`config.mk`:
```
export PLATFORM = sky130hd
export DESIGN_NAME = morse_digit_decoder
export DESIGN_NICKNAME = d
export VERILOG_FILES = /design/src/rtl/morse_pkg.sv /design/src/rtl/morse_symbol_lut.sv /design/src/rtl/morse_digit_decoder.sv
export SDC_FILE = /design/constraint.sdc
export NUM_CORES = 1
export LEC_CHECK = 0
export CORE_ASPECT_RATIO = 2
export CORE_MARGIN = 2
export CORE_UTILIZATION = 45
export CTS_CLUSTER_DIAMETER = 200
export CTS_CLUSTER_SIZE = 25
export DETAILED_ROUTE_END_ITERATION = 16
export DONT_BUFFER_PORTS = 1
export GPL_ROUTABILITY_DRIVEN = 0
export MAX_ROUTING_LAYER = met4
export PLACE_DENSITY_LB_ADDON = 0.1
export SKIP_CTS_REPAIR_TIMING = 1
export SLEW_MARGIN = 0
export SYNTH_ARGS = -nofsm -noshare
export SYNTH_HDL_FRONTEND = slang
export SYNTH_SLANG_ARGS = --single-unit
export TNS_END_PERCENT = 30
```
`constraint.sdc`:
```
create_clock -name clock -period 4.5 [get_ports clock]
set_input_delay 1.125 -clock clock [delete_from_list [all_inputs] [get_ports clock]]
set_output_delay 1.125 -clock clock [all_outputs]
set_load 0.005 [all_outputs]
```
`src/rtl/morse_pkg.sv`:
```
// Shared Morse digit definitions: FSM states, symbol values and the digit table.
// Pure definitions, no latency; no flow control involved.
package morse_pkg;

    typedef enum logic [1:0] {
        ST_IDLE  = 2'd0,
        ST_MARK  = 2'd1,
        ST_SPACE = 2'd2,
        ST_DONE  = 2'd3
    } state_t;

    localparam logic DOT  = 1'b0;
    localparam logic DASH = 1'b1;

    // Index i holds the symbol pattern of digit i, first symbol in bit 4.
    localparam logic [9:0][4:0] DIGIT_PAT = {
        5'b11110, 5'b11100, 5'b11000, 5'b10000, 5'b00000,
        5'b00001, 5'b00011, 5'b00111, 5'b01111, 5'b11111
    };

    localparam logic [9:0][3:0] DIGIT_CODE = {
        4'd9, 4'd8, 4'd7, 4'd6, 4'd5, 4'd4, 4'd3, 4'd2, 4'd1, 4'd0
    };

endpackage

```
`src/rtl/morse_symbol_lut.sv`:
```
// Maps a 5-symbol Morse pattern to {legal, abcd} digit code.
// Purely combinational, zero latency; no backpressure.
module morse_symbol_lut
    import morse_pkg::*;
(
    input  logic [4:0] pattern_i,
    output logic       legal_o,
    output logic [3:0] digit_o
);

    always_comb begin
        legal_o = 1'b0;
        digit_o = 4'd0;
        for (int i = 0; i < 10; i++) begin
            if (pattern_i == DIGIT_PAT[i]) begin
                legal_o = 1'b1;
                digit_o = DIGIT_CODE[i];
            end
        end
    end

endmodule

```
`src/rtl/morse_digit_decoder.sv`:
```
// Morse key stream to decimal digit decoder: times presses, collects 5 symbols, looks up the digit.
// Latency: valid/error 2 edges after the final release sample (+2 with MORSE_DEC_SYNC_EN, key synchronizer).
// No backpressure: valid/error are single-cycle pulses, a/b/c/d and m1..m5 hold until the next valid.
module morse_digit_decoder
    import morse_pkg::*;
#(
    parameter int DOT_MAX    = 4,
    parameter int GAP_CYCLES = 12,
    parameter int CNT_W      = 8
) (
    input  logic clock,
    input  logic reset,
    input  logic key,
    output logic a,
    output logic b,
    output logic c,
    output logic d,
    output logic m1,
    output logic m2,
    output logic m3,
    output logic m4,
    output logic m5,
    output logic valid,
    output logic error
);

    localparam logic [CNT_W-1:0] DOT_LIM = CNT_W'(DOT_MAX);
    localparam logic [CNT_W-1:0] GAP_LIM = CNT_W'(GAP_CYCLES - 1);
    localparam logic [CNT_W-1:0] CNT_ONE = CNT_W'(1);

    state_t           state_q, state_d;
    logic [CNT_W-1:0] cnt_q, cnt_d;
    logic [2:0]       idx_q, idx_d;
    logic [4:0]       sym_q, sym_d;
    logic [3:0]       abcd_q, abcd_d;
    logic [4:0]       m_q, m_d;
    logic             valid_q, valid_d;
    logic             error_q, error_d;
    logic             key_s;
    logic             lut_legal;
    logic [3:0]       lut_digit;

`ifdef MORSE_DEC_SYNC_EN
    logic [1:0] sync_q;

    always_ff @(posedge clock or negedge reset) begin
        if (!reset) sync_q <= 2'b00;
        else        sync_q <= {sync_q[0], key};
    end

    assign key_s = sync_q[1];
`else
    assign key_s = key;
`endif

    morse_symbol_lut u_lut (
        .pattern_i (sym_q),
        .legal_o   (lut_legal),
        .digit_o   (lut_digit)
    );

    always_ff @(posedge clock or negedge reset) begin
        if (!reset) state_q <= ST_IDLE;
        else        state_q <= state_d;
    end

    always_comb begin
        state_d = state_q;
        unique case (state_q)
            ST_IDLE:  if (key_s) state_d = ST_MARK;
            ST_MARK:  if (!key_s) state_d = (idx_q == 3'd4) ? ST_DONE : ST_SPACE;
            ST_SPACE: begin
                if (key_s)                 state_d = ST_MARK;
                else if (cnt_q >= GAP_LIM) state_d = ST_IDLE;
            end
            ST_DONE:  state_d = key_s ? ST_MARK : ST_IDLE;
            default:  state_d = ST_IDLE;
        endcase
    end

    always_comb begin
        cnt_d   = cnt_q;
        idx_d   = idx_q;
        sym_d   = sym_q;
        abcd_d  = abcd_q;
        m_d     = m_q;
        valid_d = 1'b0;
        error_d = 1'b0;
        unique case (state_q)
            ST_IDLE: if (key_s) cnt_d = CNT_ONE;
            ST_MARK: begin
                if (key_s) begin
                    if (cnt_q != '1) cnt_d = cnt_q + CNT_ONE;
                end else begin
                    sym_d = {sym_q[3:0], (cnt_q >= DOT_LIM) ? DASH : DOT};
                    idx_d = idx_q + 3'd1;
                    cnt_d = CNT_ONE;
                end
            end
            ST_SPACE: begin
                if (key_s) begin
                    cnt_d = CNT_ONE;
                end else if (cnt_q >= GAP_LIM) begin
                    // Gap expired mid-character: drop the partial symbols.
                    error_d = 1'b1;
                    idx_d   = 3'd0;
                    cnt_d   = '0;
                end else begin
                    cnt_d = cnt_q + CNT_ONE;
                end
            end
            ST_DONE: begin
                if (lut_legal) begin
                    m_d     = sym_q;
                    abcd_d  = lut_digit;
                    valid_d = 1'b1;
                end else begin
                    error_d = 1'b1;
                end
                idx_d = 3'd0;
                cnt_d = key_s ? CNT_ONE : '0;
            end
            default: begin
                idx_d = 3'd0;
                cnt_d = '0;
            end
        endcase
    end

    always_ff @(posedge clock or negedge reset) begin
        if (!reset) begin
            cnt_q   <= '0;
            idx_q   <= 3'd0;
            sym_q   <= 5'd0;
            abcd_q  <= 4'd0;
            m_q     <= 5'd0;
            valid_q <= 1'b0;
            error_q <= 1'b0;
        end else begin
            cnt_q   <= cnt_d;
            idx_q   <= idx_d;
            sym_q   <= sym_d;
            abcd_q  <= abcd_d;
            m_q     <= m_d;
            valid_q <= valid_d;
            error_q <= error_d;
        end
    end

    assign {a, b, c, d}          = abcd_q;
    assign {m1, m2, m3, m4, m5}  = m_q;
    assign valid                 = valid_q;
    assign error                 = error_q;

endmodule

```
; Word level (Yosys, flattened, before mapping)
; Cells that the tools add are included.
; Widths: inputs -> output; s select.
[classes]
add_sub_neg = 2
magnitude_cmp = 2
eq_ne = 20
muxes = 44
n_bitwise = 1
reduce_logical = 8
[ops]
columns = cell, n
row1 = $mux 8, 5
row2 = $pmux 8 s4, 1
row3 = $eq 5x5->1 const B, 5
row4 = $mux 3, 7
row5 = $mux 1, 20
row6 = $mux 2, 6
row7 = $pmux 3 s3, 1
row8 = $add 8x1->8 const B, 1
row9 = $ge 8x3->1 const B, 1
row10 = $ge 8x4->1 const B, 1
row11 = $mux 4, 2
row12 = $ne 2x2->1 const B, 4
row13 = $ne 8x8->1 const B, 1
row14 = $pmux 2 s4, 1
row15 = $ne 3x3->1 const B, 2
row16 = $reduce_and 2->1, 3
row17 = $eq 5x1->1 const B, 1
row18 = $eq 5x2->1 const B, 1
row19 = $eq 5x3->1 const B, 1
row20 = $eq 5x4->1 const B, 1
row21 = $logic_not 5->1, 1
row22 = $eq 2x2->1 const B, 2
row23 = $reduce_and 4->1, 1
row24 = $add 3x1->3 const B, 1
row25 = other kinds (7), 7
[word_totals]
reg_bits = 29
input_bits = 3
elab_cells = 85

; Logic depth before layout (Yosys ltp)
[logic_depth]
word_depth = 13
mapped_depth = 6
depth_no_buf = 5

; Cells and area by module
; From an unflattened synthesis, not the netlist that was laid out.
[hier_totals]
cells_unflattened = 154
area_unflattened_um2 = 1580.3
[modules_own_cells]
columns = module, instances, cells_per_inst, area_each_um2
row1 = morse_digit_decoder, 1, 132, 1426.4
row2 = morse_symbol_lut, 1, 22, 153.9

; Least setup slack after synthesis
; Ideal clock, no wire load.
[synth_timing]
path_type = input port to flip-flop
start = in key
end = reg cnt_q[1]
setup_time_ps = 121
arrival_time_ps = 2268
path_slack_ps = 2111
cell_stages = 6
path_buffers = 2
cell_sequence = clkbuf_1 nor2b_1 and4_1 clkbuf_1 or2_2 a22o_1
[synth_via]
elab_chain_cells = 2
word_cells_on_any_way = 6
[synth_rtl]
columns = item, line_no
row1 = from (decl), morse_digit_decoder.sv:13  ; input logic key,
row2 = $mux 8 (tied with other cells), morse_digit_decoder.sv:101  ; if (key_s) begin
row3 = $pmux 8 s4 or $reduce_and 2->1 (tied branches), -
row4 = to (signal assigned), morse_digit_decoder.sv:140  ; cnt_q <= cnt_d;
row5 = to (decl), morse_digit_decoder.sv:32  ; logic [CNT_W-1:0] cnt_q, cnt_d;
; Parallel ways exist; a longest one is shown, timed or not.
; A chain may end at the register's enable or synchronous reset.

; Final worst setup path
[layout_timing]
start = reg sym_q[3]
end = reg m_q[1]
[layout_via]
elab_chain_cells = 12
word_cells_on_any_way = 21
[layout_rtl]
columns = item, line_no
row1 = from (decl), morse_digit_decoder.sv:34  ; logic [4:0] sym_q, sym_d;
row2 = from (signal assigned), morse_digit_decoder.sv:142  ; sym_q <= sym_d;
row3 = $eq 5x5->1, morse_symbol_lut.sv:15  ; if (pattern_i == DIGIT_PAT[i]) begin
row4 = $mux 1 (9 in a row), morse_symbol_lut.sv:15
row5 = $mux 1 (*), morse_symbol_lut.sv:15
row6 = $reduce_and 2->1 (no source line) (*), -
row7 = to (signal assigned), morse_digit_decoder.sv:144  ; m_q <= m_d;
row8 = to (decl), morse_digit_decoder.sv:36  ; logic [4:0] m_q, m_d;
; Every way passes the cells marked *; elsewhere a longest branch is shown, timed or not.

==> impl_metrics.yaml <==
final_layout:
  area_growth_pct: 6.568
  num_antenna_cells: 0
  fin_util: 0.5051
  nets: 167
  drive_gt1_frac: 0.1491
worst_setup_path:
  rr_startpoint: "sym_q[3]"
  cp-start-kind: "flop"
  crit_arrival_ps: 2240
  required_ps: 4660
  worstPathMaxFanout: 10
  end_kind: "flop"
  crit_start: "sym_q[3]"
  path_class: "reg -> reg"
synth:
  syn-instance-count: 163
  synth_seq_cells: 29
  syn-cell-area_sq_um: 1619
  synth_top_area_cell: "dfrtp_1"
  postSynth.asyncResetShare: 1.000
  synth_edf_count: 0
  synthTopCellsByCount: "dfrtp_1, nand2_1, nor2_1"
  synth_nets: 170
  yosysSeqAreaShare: 0.4482
  synth.distinct_cells: 47
  yosysMostFrequentCell: "dfrtp_1"
  syn_area_per_cell_sq_um: 9.933
  synth.yosys.warnings: 0
  synth_area_leaders: "dfrtp_1, mux2_4, nand2_1"
  ys.flop_type: "dfrtp_1"
  synth_top_area_share: 0.4482
timing:
  hold_viol_final: 0
  fmax_mhz: 480.4
  finalSetupViolCount: 0
  fin_crit_ps: 2081
  fin_tns_setup_ps: 0
  worst_slew_margin_rel: 0.5424
  clock_skew_ps: 6.487
  period_share: 0.4625
  slew_violations: 0
  rsz0062_at_grt: "no"
  worstMarginPinSlew_ps: 680.6
min_path:
  worstHoldPathType: "in -> async"
floorplan:
  dieArea_sq_um: 4123
  rows: 30
  fp.dieW_um: 46.42
  ios: 14
  start_util: 0.4740
  core_area_sq_um: 3416
  fp.dieH_um: 88.83
status:
  status: "complete, no violations"
pwr:
  p_leak_nw: 0.7695
  irDropWorstVdd_uv: 260.0
  power_uw: 993.5
  p_per_area_nw_per_um2: 575.8
run:
  cap_violations: 0
grt:
  grt_max_degree: 30
  grt_pass1_vias: 1230
  antenna_found_initial: 0
  grt_first_pass_wirelength_um: 5568
  gr-usage-all-layers: 0.1941
  grt_overflow: 0
cts:
  cts_buffer_depth: 2
  path_clk_slew_ps: 60
  cts-buffers-inserted: 5
  insertion_delay_ps: 280
  cts.sinks: 29
  htreeDepth: 2
  tritoncts: "done"
  cts_root_buffer: "clkbuf_8"
detailed_routing:
  route.detailed.drc: 0
  drt_iter0_drc: 34
  dr_total_vias: 1190
  dr.pass1.iters: 5
  viasPerCell: 5.694
  wl_per_cell_um: 15.78
  antenna_left: 0
  wirelength_um: 3299
place:
  portBuffers: 0
  hpwl_um: 2389
worst max-delay path: stages (launching register included):
cell and delay [ps]:
dfrtp_1 510, and2_2 230, o21ai_0 290, a221o_1 580, mux2_4 350
final timing paths:
check | slack (ps) | cells past startpoint | endpoint
setup / recovery | 2420 | 4 | m_q[1]
hold / removal | 530 | 0 | cnt_q[7]
setup reg to reg | 2420 | 4 | m_q[1]
hold reg to reg | 540 | 1 | abcd_q[3]
max in group asynchronous | 3880 | 0 | idx_q[0]
min in group clock | 540 | 1 | abcd_q[3]
final cells by class:
class | instances | area (sq um)
Sequential cell | 29 | 725.7
Multi-Input combinational cell | 113 | 797.0
Clock buffer | 7 | 96.34
Clock inverter | 1 | 5.005
Fill cell | 309 | 1690
Tap cell | 48 | 60.06
Inverter | 11 | 41.29
kinds of logic after synthesis:
kind of cell / synth area share
AOI/OAI and AO/OA: 0.1739
muxes: 0.1012
and+or+nand+nor: 0.1646
buffers and inverters: 0.05950
adders and majority gates: 0.03091
xor gates and xnor gates: 0.02164
DFF: 0.4482
through the flow:
stage	cells	hold slack, ps	setup slack (ps)	cell area, sq um
2_1_floorplan	163	501.8	2111	1619
3_3_place_gp	201	522.9	2352	1624
3_5_place_dp	201	523.6	2314	1624
4_1_cts	209	520.5	2406	1725
5_1_grt	209	518.8	2328	1725
6_report	209	534.1	2419	1725
where the power goes:
group          switching, mW  internal, mW
Combinational          0.125         0.167
Sequential             0.124         0.345
Clock                 0.0956         0.138
Total                  0.344         0.649
flip-flops by register name (all words and copies together) (netlist names):
name,flops
cnt_q,8
sym_q,5
abcd_q,4
state_q,2
valid,1
error,1
idx_q,3
m_q,5
cell usage in the layout (no fill, tap or decap), drive strengths merged, types with 3 or more instances in the layout:
| cell | Yosys | final |
|---|---|---|
| clkbuf | 7 | 7 |
| a21oi | 5 | 5 |
| nand2b | 3 | 3 |
| o21ai | 10 | 10 |
| a31oi | 3 | 3 |
| inv | 11 | 11 |
| o21a | 3 | 3 |
| mux2 | 11 | 11 |
| ha | 4 | 4 |
| o22ai | 3 | 3 |
| nand3 | 3 | 3 |
| nor2 | 12 | 12 |
| nand2 | 16 | 16 |
| nor2b | 4 | 4 |
| nor3 | 3 | 3 |
| dfrtp | 29 | 29 |
layer usage:
| metal | routed length, um | GRT usage |
|---|---|---|
| met5 | 0 | - |
| met4 | 104 | 0.1351 |
| met3 | 87 | 0.03878 |
| met2 | 1807 | 0.3144 |
| met1 | 1300 | 0.1987 |
Power figures use the tool's default switching activity.
